### config.mk
export PLATFORM = sky130hd
export DESIGN_NAME = mmio_io_responder_v1
export DESIGN_NICKNAME = d
export VERILOG_FILES = /design/src/rtl/mmio_io_responder_v1.sv
export SDC_FILE = /design/constraint.sdc
export NUM_CORES = 1
export LEC_CHECK = 0
export CAP_MARGIN = 20
export CORE_ASPECT_RATIO = 1.5
export CORE_UTILIZATION = 35
export DETAILED_ROUTE_END_ITERATION = 10
export SYNTH_ARGS = -nofsm -noshare
export SYNTH_HDL_FRONTEND = slang
export SYNTH_SLANG_ARGS = --single-unit
### constraint.sdc
create_clock -name clk -period 3 [get_ports clk]
set_input_delay 0.45 -clock clk [delete_from_list [all_inputs] [get_ports clk]]
set_output_delay 0.45 -clock clk [all_outputs]
set_load 0.05 [all_outputs]
### src/rtl/mmio_io_responder_v1.sv
// mmio_io_responder_v1
// Memory-mapped I/O responder on the core data-memory port. Owns the board
// switches, four debounced buttons and eight seven-segment digits, exposed
// through a small word-aligned register window at BASE_ADDR. Anything outside
// the window, misaligned, or a store to a read-only register gets an error
// response and leaves all state untouched.

module mmio_io_responder_v1 #(
   parameter logic [31:0] BASE_ADDR       = 32'hFFFF_0000,
   parameter int unsigned DEBOUNCE_CYCLES = 16
) (
   input  logic        clk,
   input  logic        rst,
   input  logic        req_valid,
   output logic        req_ready,
   input  logic        req_write,
   input  logic [31:0] req_addr,
   input  logic [31:0] req_wdata,
   output logic        resp_valid,
   input  logic        resp_ready,
   output logic [31:0] resp_rdata,
   output logic        resp_error,
   input  logic [15:0] switch_array,
   input  logic        button0,
   input  logic        button1,
   input  logic        button2,
   input  logic        button3,
   output logic [6:0]  seg0,
   output logic [6:0]  seg1,
   output logic [6:0]  seg2,
   output logic [6:0]  seg3,
   output logic [6:0]  seg4,
   output logic [6:0]  seg5,
   output logic [6:0]  seg6,
   output logic [6:0]  seg7
);

   // Debounce counter only ever needs to reach DEBOUNCE_CYCLES-1.
   localparam int unsigned CNT_W = (DEBOUNCE_CYCLES > 2) ? $clog2(DEBOUNCE_CYCLES) : 1;
   localparam logic [CNT_W-1:0] CNT_MAX = CNT_W'(DEBOUNCE_CYCLES - 1);

   // Register selects, taken from word offset bits [4:2].
   localparam logic [2:0] SEL_SWITCH    = 3'd0;
   localparam logic [2:0] SEL_BTN_LEVEL = 3'd1;
   localparam logic [2:0] SEL_BTN_EVENT = 3'd2;
   localparam logic [2:0] SEL_HEX_DATA  = 3'd3;
   localparam logic [2:0] SEL_HEX_EN    = 3'd4;

   typedef enum logic [0:0] {
      ST_IDLE = 1'b0,
      ST_RESP = 1'b1
   } state_t;

   // Active-low g..a glyphs for hex digits 0-F.
   function automatic logic [6:0] hex_glyph(input logic [3:0] value);
      logic [6:0] glyph;
      case (value)
         4'h0:    glyph = 7'h40;
         4'h1:    glyph = 7'h79;
         4'h2:    glyph = 7'h24;
         4'h3:    glyph = 7'h30;
         4'h4:    glyph = 7'h19;
         4'h5:    glyph = 7'h12;
         4'h6:    glyph = 7'h02;
         4'h7:    glyph = 7'h78;
         4'h8:    glyph = 7'h00;
         4'h9:    glyph = 7'h10;
         4'hA:    glyph = 7'h08;
         4'hB:    glyph = 7'h03;
         4'hC:    glyph = 7'h46;
         4'hD:    glyph = 7'h21;
         4'hE:    glyph = 7'h06;
         4'hF:    glyph = 7'h0E;
         default: glyph = 7'h7F;
      endcase
      return glyph;
   endfunction

   state_t                  state_r;
   state_t                  state_n_s;
   logic                    accept_s;
   logic                    req_ready_s;
   logic                    resp_valid_s;

   logic [31:0]             resp_rdata_r;
   logic                    resp_error_r;

   logic [15:0]             sw_meta_r;
   logic [15:0]             sw_sync_r;

   logic [3:0]              btn_raw_s;
   logic [3:0]              btn_meta_r;
   logic [3:0]              btn_sync_r;
   logic [3:0]              btn_stable_r;
   logic [3:0]              btn_stable_n_s;
   logic [3:0][CNT_W-1:0]   btn_cnt_r;
   logic [3:0][CNT_W-1:0]   btn_cnt_n_s;
   logic [3:0]              btn_rise_s;
   logic [3:0]              btn_event_r;
   logic [3:0]              evt_clr_s;

   logic [31:0]             hex_data_r;
   logic [7:0]              hex_en_r;
   logic [7:0][6:0]         seg_r;

   logic [31:0]             off_s;
   logic [2:0]              sel_s;
   logic                    map_ok_s;
   logic                    dec_err_s;
   logic [31:0]             rd_data_s;
   logic                    acc_wr_s;
   logic                    hex_data_we_s;
   logic                    hex_en_we_s;

   assign btn_raw_s = {button3, button2, button1, button0};

   // Handshake FSM next state and ready/valid decode.
   always_comb begin
      state_n_s    = state_r;
      accept_s     = 1'b0;
      req_ready_s  = 1'b0;
      resp_valid_s = 1'b0;
      case (state_r)
         ST_IDLE: begin
            req_ready_s = 1'b1;
            if (req_valid) begin
               accept_s  = 1'b1;
               state_n_s = ST_RESP;
            end else begin
               state_n_s = ST_IDLE;
            end
         end
         ST_RESP: begin
            resp_valid_s = 1'b1;
            if (resp_ready) begin
               state_n_s = ST_IDLE;
            end else begin
               state_n_s = ST_RESP;
            end
         end
         default: begin
            state_n_s = ST_IDLE;
         end
      endcase
   end

   // Handshake FSM state register.
   always_ff @(posedge clk or negedge rst) begin
      if (!rst) begin
         state_r <= ST_IDLE;
      end else begin
         state_r <= state_n_s;
      end
   end

   // Address decode, error classification and read-data mux.
   always_comb begin
      off_s     = req_addr - BASE_ADDR;
      sel_s     = off_s[4:2];
      map_ok_s  = (off_s[1:0] == 2'b00) && (off_s[31:5] == 27'd0) && (off_s[4:0] <= 5'h10);
      dec_err_s = 1'b0;
      rd_data_s = 32'h0000_0000;
      if (!map_ok_s) begin
         dec_err_s = 1'b1;
      end else begin
         case (sel_s)
            SEL_SWITCH: begin
               rd_data_s = {16'h0000, sw_sync_r};
               dec_err_s = req_write;
            end
            SEL_BTN_LEVEL: begin
               rd_data_s = {28'h000_0000, btn_stable_r};
               dec_err_s = req_write;
            end
            SEL_BTN_EVENT: begin
               // Include a rise landing on this very edge in the snapshot.
               rd_data_s = {28'h000_0000, btn_event_r | btn_rise_s};
            end
            SEL_HEX_DATA: begin
               rd_data_s = hex_data_r;
            end
            SEL_HEX_EN: begin
               rd_data_s = {24'h00_0000, hex_en_r};
            end
            default: begin
               dec_err_s = 1'b1;
            end
         endcase
      end
   end

   // Write strobes for an accepted, error-free store.
   always_comb begin
      acc_wr_s      = accept_s & req_write & ~dec_err_s;
      hex_data_we_s = acc_wr_s && (sel_s == SEL_HEX_DATA);
      hex_en_we_s   = acc_wr_s && (sel_s == SEL_HEX_EN);
      if (acc_wr_s && (sel_s == SEL_BTN_EVENT)) begin
         evt_clr_s = req_wdata[3:0];
      end else begin
         evt_clr_s = 4'h0;
      end
   end

   // Capture the response at the accepting edge and hold it through RESP.
   always_ff @(posedge clk or negedge rst) begin
      if (!rst) begin
         resp_rdata_r <= 32'h0000_0000;
         resp_error_r <= 1'b0;
      end else if (accept_s) begin
         resp_rdata_r <= (req_write || dec_err_s) ? 32'h0000_0000 : rd_data_s;
         resp_error_r <= dec_err_s;
      end else begin
         resp_rdata_r <= resp_rdata_r;
         resp_error_r <= resp_error_r;
      end
   end

   // Two-flop synchronizers for switches and buttons.
   always_ff @(posedge clk or negedge rst) begin
      if (!rst) begin
         sw_meta_r  <= 16'h0000;
         sw_sync_r  <= 16'h0000;
         btn_meta_r <= 4'h0;
         btn_sync_r <= 4'h0;
      end else begin
         sw_meta_r  <= switch_array;
         sw_sync_r  <= sw_meta_r;
         btn_meta_r <= btn_raw_s;
         btn_sync_r <= btn_meta_r;
      end
   end

   // Per-button debounce: count while synced differs from stable, accept at threshold.
   always_comb begin
      btn_stable_n_s = btn_stable_r;
      btn_cnt_n_s    = btn_cnt_r;
      btn_rise_s     = 4'h0;
      for (int i = 0; i < 4; i++) begin
         if (btn_sync_r[i] == btn_stable_r[i]) begin
            btn_cnt_n_s[i] = '0;
         end else if (btn_cnt_r[i] == CNT_MAX) begin
            btn_stable_n_s[i] = btn_sync_r[i];
            btn_cnt_n_s[i]    = '0;
            btn_rise_s[i]     = btn_sync_r[i];
         end else begin
            btn_cnt_n_s[i] = btn_cnt_r[i] + CNT_W'(1);
         end
      end
   end

   // Debounce state registers.
   always_ff @(posedge clk or negedge rst) begin
      if (!rst) begin
         btn_stable_r <= 4'h0;
         btn_cnt_r    <= '0;
      end else begin
         btn_stable_r <= btn_stable_n_s;
         btn_cnt_r    <= btn_cnt_n_s;
      end
   end

   // Sticky button events; a rise beats a same-cycle W1C clear.
   always_ff @(posedge clk or negedge rst) begin
      if (!rst) begin
         btn_event_r <= 4'h0;
      end else begin
         btn_event_r <= (btn_event_r & ~evt_clr_s) | btn_rise_s;
      end
   end

   // Display registers written by stores.
   always_ff @(posedge clk or negedge rst) begin
      if (!rst) begin
         hex_data_r <= 32'h0000_0000;
         hex_en_r   <= 8'h00;
      end else begin
         if (hex_data_we_s) begin
            hex_data_r <= req_wdata;
         end else begin
            hex_data_r <= hex_data_r;
         end
         if (hex_en_we_s) begin
            hex_en_r <= req_wdata[7:0];
         end else begin
            hex_en_r <= hex_en_r;
         end
      end
   end

   // Registered seven-segment drive; disabled digits are blank.
   always_ff @(posedge clk or negedge rst) begin
      if (!rst) begin
         for (int k = 0; k < 8; k++) begin
            seg_r[k] <= 7'h7F;
         end
      end else begin
         for (int k = 0; k < 8; k++) begin
            seg_r[k] <= hex_en_r[k] ? hex_glyph(hex_data_r[4*k +: 4]) : 7'h7F;
         end
      end
   end

   assign req_ready  = req_ready_s;
   assign resp_valid = resp_valid_s;
   assign resp_rdata = resp_rdata_r;
   assign resp_error = resp_error_r;

   assign seg0 = seg_r[0];
   assign seg1 = seg_r[1];
   assign seg2 = seg_r[2];
   assign seg3 = seg_r[3];
   assign seg4 = seg_r[4];
   assign seg5 = seg_r[5];
   assign seg6 = seg_r[6];
   assign seg7 = seg_r[7];

endmodule

# ---- Yosys cells after proc, flatten, opt, wreduce, memory -nomap -nowiden
# Memories as Yosys holds them, arrays and structs flattened.
# Index checks and enable logic that the tools add are counted.
dict set report word_totals {
  register_bits 194
  latchBits 0
  mem_bits_rw 0
  rom_bits 896
  output_inout_bits 91
  elab_cells 115
  n_memories 8
}
dict set report op_classes {
  addsub 5
  mul 0
  div_mod_pow 0
  magnitude_cmp 1
  n_eq_ne 12
  shift 0
  n_mux 36
  bitwise 12
  reduce_logical 15
}
# memory words width rd rd_ports_with_merged_regs wr line_no
set mem_list {}
lappend mem_list {{(name not given)} 16 7 1 0 0 57} ;# case (value)
lappend mem_list {{(name not given)} 16 7 1 0 0 57}
lappend mem_list {{(name not given)} 16 7 1 0 0 57}
lappend mem_list {{(name not given)} 16 7 1 0 0 57}
lappend mem_list {{(name not given)} 16 7 1 0 0 57}
lappend mem_list {{(name not given)} 16 7 1 0 0 57}
lappend mem_list {{2 more memories} -- -- -- -- -- --}
# op count
set op_table {}
lappend op_table {{$pmux 32 s5} 1}
lappend op_table {{$mux 32} 2}
lappend op_table {{$mux 7} 8}
lappend op_table {{$mux 4} 9}
lappend op_table {{$sub 32x32->32 const B} 1}
lappend op_table {{$logic_not 27->1} 1}
lappend op_table {{$add 4x1->4 const B} 4}
lappend op_table {{$eq 4x4->1 const B} 4}
lappend op_table {{$mux 1} 14}
lappend op_table {{$or 4x4->4} 2}
lappend op_table {{$reduce_and 2->1} 4}
lappend op_table {{$eq 3x2->1 const B} 2}
lappend op_table {{$not 1->1} 6}
lappend op_table {{$le 5x5->1 const B} 1}
lappend op_table {{$logic_and 1x1->1} 5}
lappend op_table {{$and 4x4->4} 1}
lappend op_table {{$eq 1x1->1} 4}
lappend op_table {{$not 4->4} 1}
lappend op_table {{$pmux 1 s2} 2}
lappend op_table {{$eq 3x1->1 const B} 1}
lappend op_table {{$eq 3x3->1 const B} 1}
lappend op_table {{$logic_not 3->1} 1}
lappend op_table {{$reduce_or 3->1} 1}
lappend op_table {{$and 1x1->1} 2}
lappend op_table {{3 further kinds} 3}

# ---- Longest topological paths before layout
# Gate-level depths: netlist (run 1).
dict set report logic_depth {
  depth_word 12
  depth_mapped 8
  ltp_nobuf 7
}

# ---- Worst setup path after synthesis (run 1)
# No wires, ideal clock.
dict set report synth_path {
  path_kind {input -> register}
  startpoint {input req_addr[23]}
  endpoint {register hex_data_r[10]}
  setup_time_ps 125
  arrival_ps 2620
  required_ps 2875
  slack_ps 255
  path_stages 8
  n_path_buf 2
  path_cell_list {buf_2 -> nand4_1 -> o41a_1 -> nor4_2 -> nand4_2 -> nor4_4 -> buf_6 -> mux2_2}
}
dict set report synth_via {
  elab_chain_len 8
}
# item line_no
set synth_rtl {}
lappend synth_rtl {{from (decl)} 17} ;# input logic [31:0] req_addr,
lappend synth_rtl {{$sub 32x32->32} 158} ;# off_s = req_addr - BASE_ADDR;
lappend synth_rtl {{$logic_not 27->1} 160} ;# map_ok_s = (off_s[1:0] == 2'b00) && (off_s[31:5] == 27'd0) && (off_s[4:0] <= 5'h10);
lappend synth_rtl {{$logic_and 1x1->1 (2 in series)} 160}
lappend synth_rtl {{$mux 1} 163} ;# if (!map_ok_s) begin
lappend synth_rtl {{$not 1->1} 194} ;# acc_wr_s = accept_s & req_write & ~dec_err_s;
lappend synth_rtl {{$and 1x1->1} 194}
lappend synth_rtl {{$logic_and 1x1->1} 195} ;# hex_data_we_s = acc_wr_s && (sel_s == SEL_HEX_DATA);
lappend synth_rtl {{to (signal assigned)} 278} ;# hex_data_r <= req_wdata;
lappend synth_rtl {{to (signal assigned)} 280} ;# hex_data_r <= hex_data_r;
lappend synth_rtl {{to (decl)} 102} ;# logic [31:0] hex_data_r;
# No other way between the ends.
# A chain may end at the register's enable or synchronous reset.

# ---- Worst setup path after layout (run 1)
dict set report layout_path {
  startpoint {input req_addr[17]}
  endpoint {register hex_data_r[25]}
}
# Same word-level chain as after synthesis.

==> impl_metrics.csv, run 1 <==
group,metric,value,unit
outcome,run_status,"complete, no violations",
setup_path,required,3.33,ns
placed_design,place_congestion,0.835,
cts,cts_tree,"built",
timing,setup_ws,0.229,ns
route,dr.pass1.iters,4,
route,vias_per_cell,5.08,
grt,grt_max_degree,78,
yosys,avgSynthCellArea,11.4,sq um
cts,cts-resized-gates,0,
timing,layout_min_cycle_time,2.77,ns
timing,finClkSkew,0.0115,ns
grt,antenna_found_initial,0,
timing,slew_headroom,0.454,
grt,met1_usage,0.202,
yosys,synth.distinct_cells,57,
timing,maxSlewViolCount,0,
yosys,synth_edf_count,0,
yosys,syn_inst,808,
finish,seq_area,4920,sq um
yosys,synth_top_area_cell,"dfrtp_1",
grt,grt.met2_usage,0.318,
yosys,synth_area,9200,sq um
route,antenna_left,0,
finish,fill_cells,2403,
yosys,synth_warnings,0,
yosys,synth_top_area_share,0.375,
die,core,25800,sq um
die,die_h,201,um
worst_hold_path,hold_path.class,"in2async",
die,io_pins,180,
setup_path,cp-start-kind,"input port",
placed_design,portBuffers,179,
die,row_count,72,
timing,tightest_slew,0.816,ns
yosys,ys_ff_latch,194,
cts,htreeDepth,4,
setup_path,cp_data_arrival_time,3.10,ns
setup_path,cp_common_cell,"nand4_2",
setup_path,critPathBufInv,2,
setup_path,critical_path_class,"in2reg",
timing,fmax,361,MHz
route,wl,23.1,mm
power_and_ir_drop,max-vdd-ir-drop,0.000423,V
cts,hold_buffers,0,
placed_design,pre_cts_ws,-0.242,ns
job,drv_cap,0,
cts,insertion_delay,0.45,ns
timing,period_share,0.924,
finish,fin_cells,1342,
setup_path,slowest_stage,"clkdlybuf4s50_1",
grt,grt_pass1_wl,36.9,mm
power_and_ir_drop,powerDensity,442,nW/um^2
die,initial_core_util,0.357,
grt,use_met3,0.0404,
grt,busiest_layer,"met2",
cts,clk_pin_slew,0.08,ns
setup_path,crit_fanout,28,
timing,finalSetupViolCount,0,
cts,postCtsSetupRepairBufs,0,
finish,drive_gt1_frac,0.184,
yosys,synth_fp_nets,950,
cts,cts_buffers,17,
grt,globalRouteOverflowTotal,0,
route,drt_first_iter_violations,317,
setup_path,crit_path_max_incr_delay,0.53,ns
finish,fin_nets,1138,
die,dieArea,26900,sq um
route,vias,6820,
grt,grt_pass1_vias,6998,
route,drcViolationCount,0,
cts,cts_buffer_depth,2,
cts,cts_root_buf,"clkbuf_16",
grt,grt_use_total,0.180,
placed_design,hpwlAfterDp,17.1,mm
yosys,synth_area_leaders,"dfrtp_1, dfstp_2, ha_1",
setup_path,endpoint_kind,"flip-flop",
timing,rsz0062_at_grt,"false",
yosys,ys_seq_area_frac,0.535,
setup_path,critical_path.cell_chain,"clkdlybuf4s50_1 -> nand4_2 -> o41a_1 -> nor4_2 -> nand4_2 -> nor4_4 -> buf_12 -> mux2_2",
route,wire_per_inst,17.2,um
yosys,async_flop_share,1.00,
cts,cts.sinks,194,
setup_path,cp_top_family,"simple AND/OR/NAND/NOR gates",
die,die_w,134,um
placed_design,dpl.cell_count,1310,
finish,multi_input_area,3940,sq um
timing,hold_viol,0,
yosys,synth-main-ff-cell,"dfrtp_1",
power_and_ir_drop,power.leakage,4.83,nW
finish,areaGrowthSynthToFinish,31.6,%
finish,antenna-diode-count,0,
==> logic make-up (layout without fill, tap and decap cells) <==
group                    after synthesis  after routing  share of synthesized area
adder cells (fa/ha/maj)               53             53                     0.0721
AND/OR/NAND/NOR                      212            212                      0.123
multiplexers                          57             57                     0.0707
XOR/XNOR                              14             14                     0.0133
flip-flops                           194            194                      0.535
buffers and inverters                 81            282                     0.0366
AO/OA/AOI/OAI                        197            197                      0.149
==> flip-flops by register name, indices dropped and copies added, names as in the netlist <==
register	flops
btn_cnt_r	16
btn_event_r	4
btn_meta_r	4
btn_stable_r	4
btn_sync_r	4
hex_data_r	32
hex_en_r	8
resp_error	1
resp_rdata	32
seg0	7
seg1	7
seg2	7
seg3	7
seg4	7
seg5	7
seg6	7
seg7	7
state_r	1
sw_meta_r	16
sw_sync_r	16
==> through the flow <==
step | hold WS (ns) | setup TNS, ns | power, mW | instance area, sq um | utilization
2_1_floorplan | 0.154 | 0 | 2.84 | 9200 | -
5_1_grt | 0.0603 | 0 | 5.58 | 12100 | 0.470
6_report | 0.0139 | 0 | 5.35 | 12100 | 0.470
3_5_place_dp | 0.335 | -12.22 | 3.11 | 11500 | 0.447
3_3_place_gp | 0.333 | -7.09 | 3.11 | 11500 | 0.447
4_1_cts | 0.0428 | 0 | 5.43 | 12100 | 0.470
==> worst register-to-register path, stage by stage, from the launching register on <==
cell      delay [ns]
dfrtp_1         0.39
nor2b_1         0.20
nand4_1         0.19
nor3b_1         0.22
nand3b_1        0.17
nor4_4          0.33
buf_12          0.25
mux2_2          0.38
==> cell type report <==
type,count,area share
sequential,194,0.407
inverter,37,0.0115
clock buffer,17,0.0351
clock inverter,15,0.0135
timing repair buffer,213,0.174
multi-input combinational,533,0.325
tap,333,0.0344
==> routing by layer <==
metal	up-vias	routed length, um
met2	169	11900
met5	-	0
met1	3330	9310
li1	3280	-
met3	41	1110
met4	0	862
==> cells in the final DEF, fill, tap and decap left out, types with 12 or more instances in the layout <==
cell type / instances
clkdlybuf4s50_1: 178
dfrtp_1: 138
nand2_1: 71
dfstp_2: 56
ha_1: 53
o211ai_1: 52
mux2_2: 43
inv_1: 37
o21ai_0: 31
buf_4: 30
nand3_1: 29
a21oi_1: 27
nor2_1: 24
clkbuf_16: 17
nand2b_1: 16
a22o_1: 16
o21a_1: 13
a22oi_1: 12
==> where the power goes <==
group          internal [mW]  switching [mW]  leakage [nW]
combinational          0.179           0.193          2.15
sequential              2.66          0.0261          2.39
clock                   1.19            1.10         0.293
==> path summary, 6_finish.rpt <==
kind                                    startpoint  depth (start not counted)  slack (ns)                          to
max reg2reg                      state_r$_DFF_PN0_                          7        0.75  hex_data_r[25]$_DFFE_PN0P_
min                                            rst                          1        0.01     btn_sync_r[0]$_DFF_PN0_
min in group clk           btn_meta_r[0]$_DFF_PN0_                          0        0.34     btn_sync_r[0]$_DFF_PN0_
max                                   req_addr[17]                          8        0.23  hex_data_r[25]$_DFFE_PN0P_
min reg2reg                btn_meta_r[0]$_DFF_PN0_                          0        0.34     btn_sync_r[0]$_DFF_PN0_
max in group asynchronous                      rst                          2        2.11           seg0[0]$_DFF_PN1_
==> Yosys cell counts (all sizes together), types with 12 or more instances <==
library cell and number:
o21ai 35, nand3 29, ha 53, o211ai 52, inv 37, dfstp 56
dfrtp 138, nand2 71, nand2b 16, o21a 13, a21oi 27, nor4 13
clkbuf 29, a22o 16, buf 15, a22oi 12, nor2 24, mux2 44
No activity file was read; power rests on OpenSTA's default activity.
==> inputs of run 2 (changes only) <==
--- a/config.mk
+++ b/config.mk
@@ -7,8 +7,9 @@
 export LEC_CHECK = 0
 export CAP_MARGIN = 20
 export CORE_ASPECT_RATIO = 1.5
-export CORE_UTILIZATION = 35
+export CORE_UTILIZATION = 48
 export DETAILED_ROUTE_END_ITERATION = 10
+export PLACE_DENSITY = 0.75
 export SYNTH_ARGS = -nofsm -noshare
 export SYNTH_HDL_FRONTEND = slang
 export SYNTH_SLANG_ARGS = --single-unit
==> impl_metrics.csv, run 2 (synthesized netlist as in run 1, its figures left out) <==
group,metric,value,unit
finish,areaGrowthSynthToFinish,30.3,%
timing,rsz0062_at_grt,"false",
route,dr.pass1.iters,4,
grt,globalRouteOverflowTotal,0,
setup_path,endpoint_kind,"flip-flop",
worst_hold_path,hold_path.class,"in2async",
die,die_h,172,um
placed_design,place_congestion,0.934,
die,io_pins,180,
route,wl_met3,1.04,mm
setup_path,r2r-end,"hex_data_r[10]$_DFFE_PN0P_",
finish,final_cell_mix,"clkdlybuf4s50_1, dfrtp_1, nand2_1",
route,antenna_left,0,
route,drcViolationCount,0,
setup_path,critical_path.cell_chain,"clkdlybuf4s50_1 -> nand3_1 -> o41a_1 -> nor4_2 -> nand4_2 -> nor4_4 -> buf_4 -> mux2_2",
grt,grt_pass1_vias,6770,
route,drt_first_iter_violations,382,
grt,grt_use_total,0.224,
power_and_ir_drop,max-vdd-ir-drop,0.000349,V
cts,cts.sinks,194,
power_and_ir_drop,power.leakage,4.81,nW
cts,htreeDepth,4,
setup_path,r2r_cells,8,
placed_design,portBuffers,179,
setup_path,startpoint,"req_addr[22]",
finish,drive_gt1_frac,0.180,
route,drt-met1-wl,8.63,mm
die,initial_core_util,0.494,
finish,antenna-diode-count,0,
timing,setup_ws,0.223,ns
placed_design,dpl.cell_count,1227,
route,dr.max_layer_used,"met4",
timing,fmax,360,MHz
cts,cts_buffers,17,
setup_path,cp_data_arrival_time,3.08,ns
finish,fin_area,12000,sq um
placed_design,pre_cts_ws,-0.196,ns
route,vias,6817,
setup_path,reg2reg_slack,0.73,ns
cts,cts_root_buf,"clkbuf_16",
finish,fin_nets,1136,
die,core,18600,sq um
power_and_ir_drop,powerDensity,447,nW/um^2
grt,grt_pass1_wl,34.0,mm
timing,setup-tns-final,0,ns
route,wire_per_inst,16.8,um
setup_path,crit_fanout,11,
cts,cts_tree,"built",
job,drv_cap,0,
timing,hold_viol,0,
placed_design,hpwlAfterDp,15.3,mm
grt,antenna_found_initial,0,
timing,tightest_slew,0.768,ns
cts,clk_pin_slew,0.07,ns
setup_path,regToRegStartpoint,"state_r$_DFF_PN0_",
timing,slew_headroom,0.487,
placed_design,placed_cell_area,11400,sq um
setup_path,slowest_stage,"o41a_1",
route,wl_met2,10.9,mm
die,dieArea,19700,sq um
setup_path,required,3.30,ns
setup_path,critical_path_class,"in2reg",
timing,finalSetupViolCount,0,
cts,postCtsSetupRepairBufs,0,
setup_path,crit_path_max_incr_delay,0.50,ns
cts,insertion_delay,0.42,ns
finish,fin_cells,1259,
timing,finClkSkew,0.00918,ns
timing,layout_min_cycle_time,2.78,ns
die,die_w,115,um
cts,cts-resized-gates,0,
cts,hold_buffers,0,
die,row_count,61,
outcome,run_status,"complete, no violations",
timing,maxSlewViolCount,0,
route,wl,21.1,mm
route,vias_per_cell,5.41,
setup_path,cp-start-kind,"input port",
grt,grt_max_degree,73,
setup_path,cp-endpoint,"hex_data_r[10]$_DFFE_PN0P_",
finish,final_common_cell,"clkdlybuf4s50_1",
power_and_ir_drop,finalPower,5.36,mW
timing,period_share,0.926,
cts,cts_buffer_depth,2,
run 2: changes by cell type in the layout (fill, tap and decap cells not counted), moves of 2 or more:
cell and delta:
clkbuf_1 +3, inv_6 -4, clkinvlp_4 +2, inv_8 -3, bufinv_16 +2
run 2: critical path: cells and delay by family:
kind,cells,cell delay [ns]
and+or+nand+nor,4,1.01
buffers and inverters,2,0.75
AOI/OAI and AO/OA,1,0.50
muxes,1,0.37
run 2: layout make-up:
cell class              count  area [sq um]
well taps                 252           315
inverters                  37           139
fillers                  1528          6630
clock buffers              21           450
clock inverters            11           150
repair buffers            211          2070
multi-input cells         533          3940
flip-flops and latches    194          4920
run 2: power breakdown:
part | leakage, nW | total (mW) | internal [mW] | switching [mW]
combinational | 2.13 | 0.363 | 0.177 | 0.186
sequential | 2.39 | 2.69 | 2.66 | 0.0255
clock | 0.288 | 2.31 | 1.34 | 0.969
total | 4.81 | 5.36 | 4.18 | 1.18
run 2: layer usage:
layer | track usage | up-vias
met5 | 0 | -
met4 | 0.104 | 0
met3 | 0.0458 | 34
met2 | 0.392 | 155
met1 | 0.263 | 3354
li1 | - | 3274
run 2: how the worst min path moves through the flow:
stage,startpoint,endpoint,slack (ns),depth (start not counted)
final,rst,btn_cnt_r[14]$_DFF_PN0_,0.04,1
after CTS,rst,btn_meta_r[0]$_DFF_PN0_,0.05,1
after global routing,rst,sw_sync_r[0]$_DFF_PN0_,0.07,1
after floorplan,rst,btn_cnt_r[0]$_DFF_PN0_,0.15,0
after detailed placement,sw_meta_r[11]$_DFF_PN0_,sw_sync_r[11]$_DFF_PN0_,0.33,0
after global placement,sw_meta_r[15]$_DFF_PN0_,sw_sync_r[15]$_DFF_PN0_,0.33,0
run 2: per-stage QoR:
stage | utilization | hold slack [ns]
floorplan | - | 0.154
global placement | 0.612 | 0.333
detailed placement | 0.612 | 0.335
CTS | 0.644 | 0.0458
global route | 0.644 | 0.0715
finish | 0.644 | 0.0449
==> inputs of run 3 (changes only) <==
--- a/config.mk
+++ b/config.mk
@@ -13,3 +13,4 @@
 export SYNTH_ARGS = -nofsm -noshare
 export SYNTH_HDL_FRONTEND = slang
 export SYNTH_SLANG_ARGS = --single-unit
+export TNS_END_PERCENT = 50
==> results of run 3 <==
Final layout, timing and power as in run 2 (identical DEF).
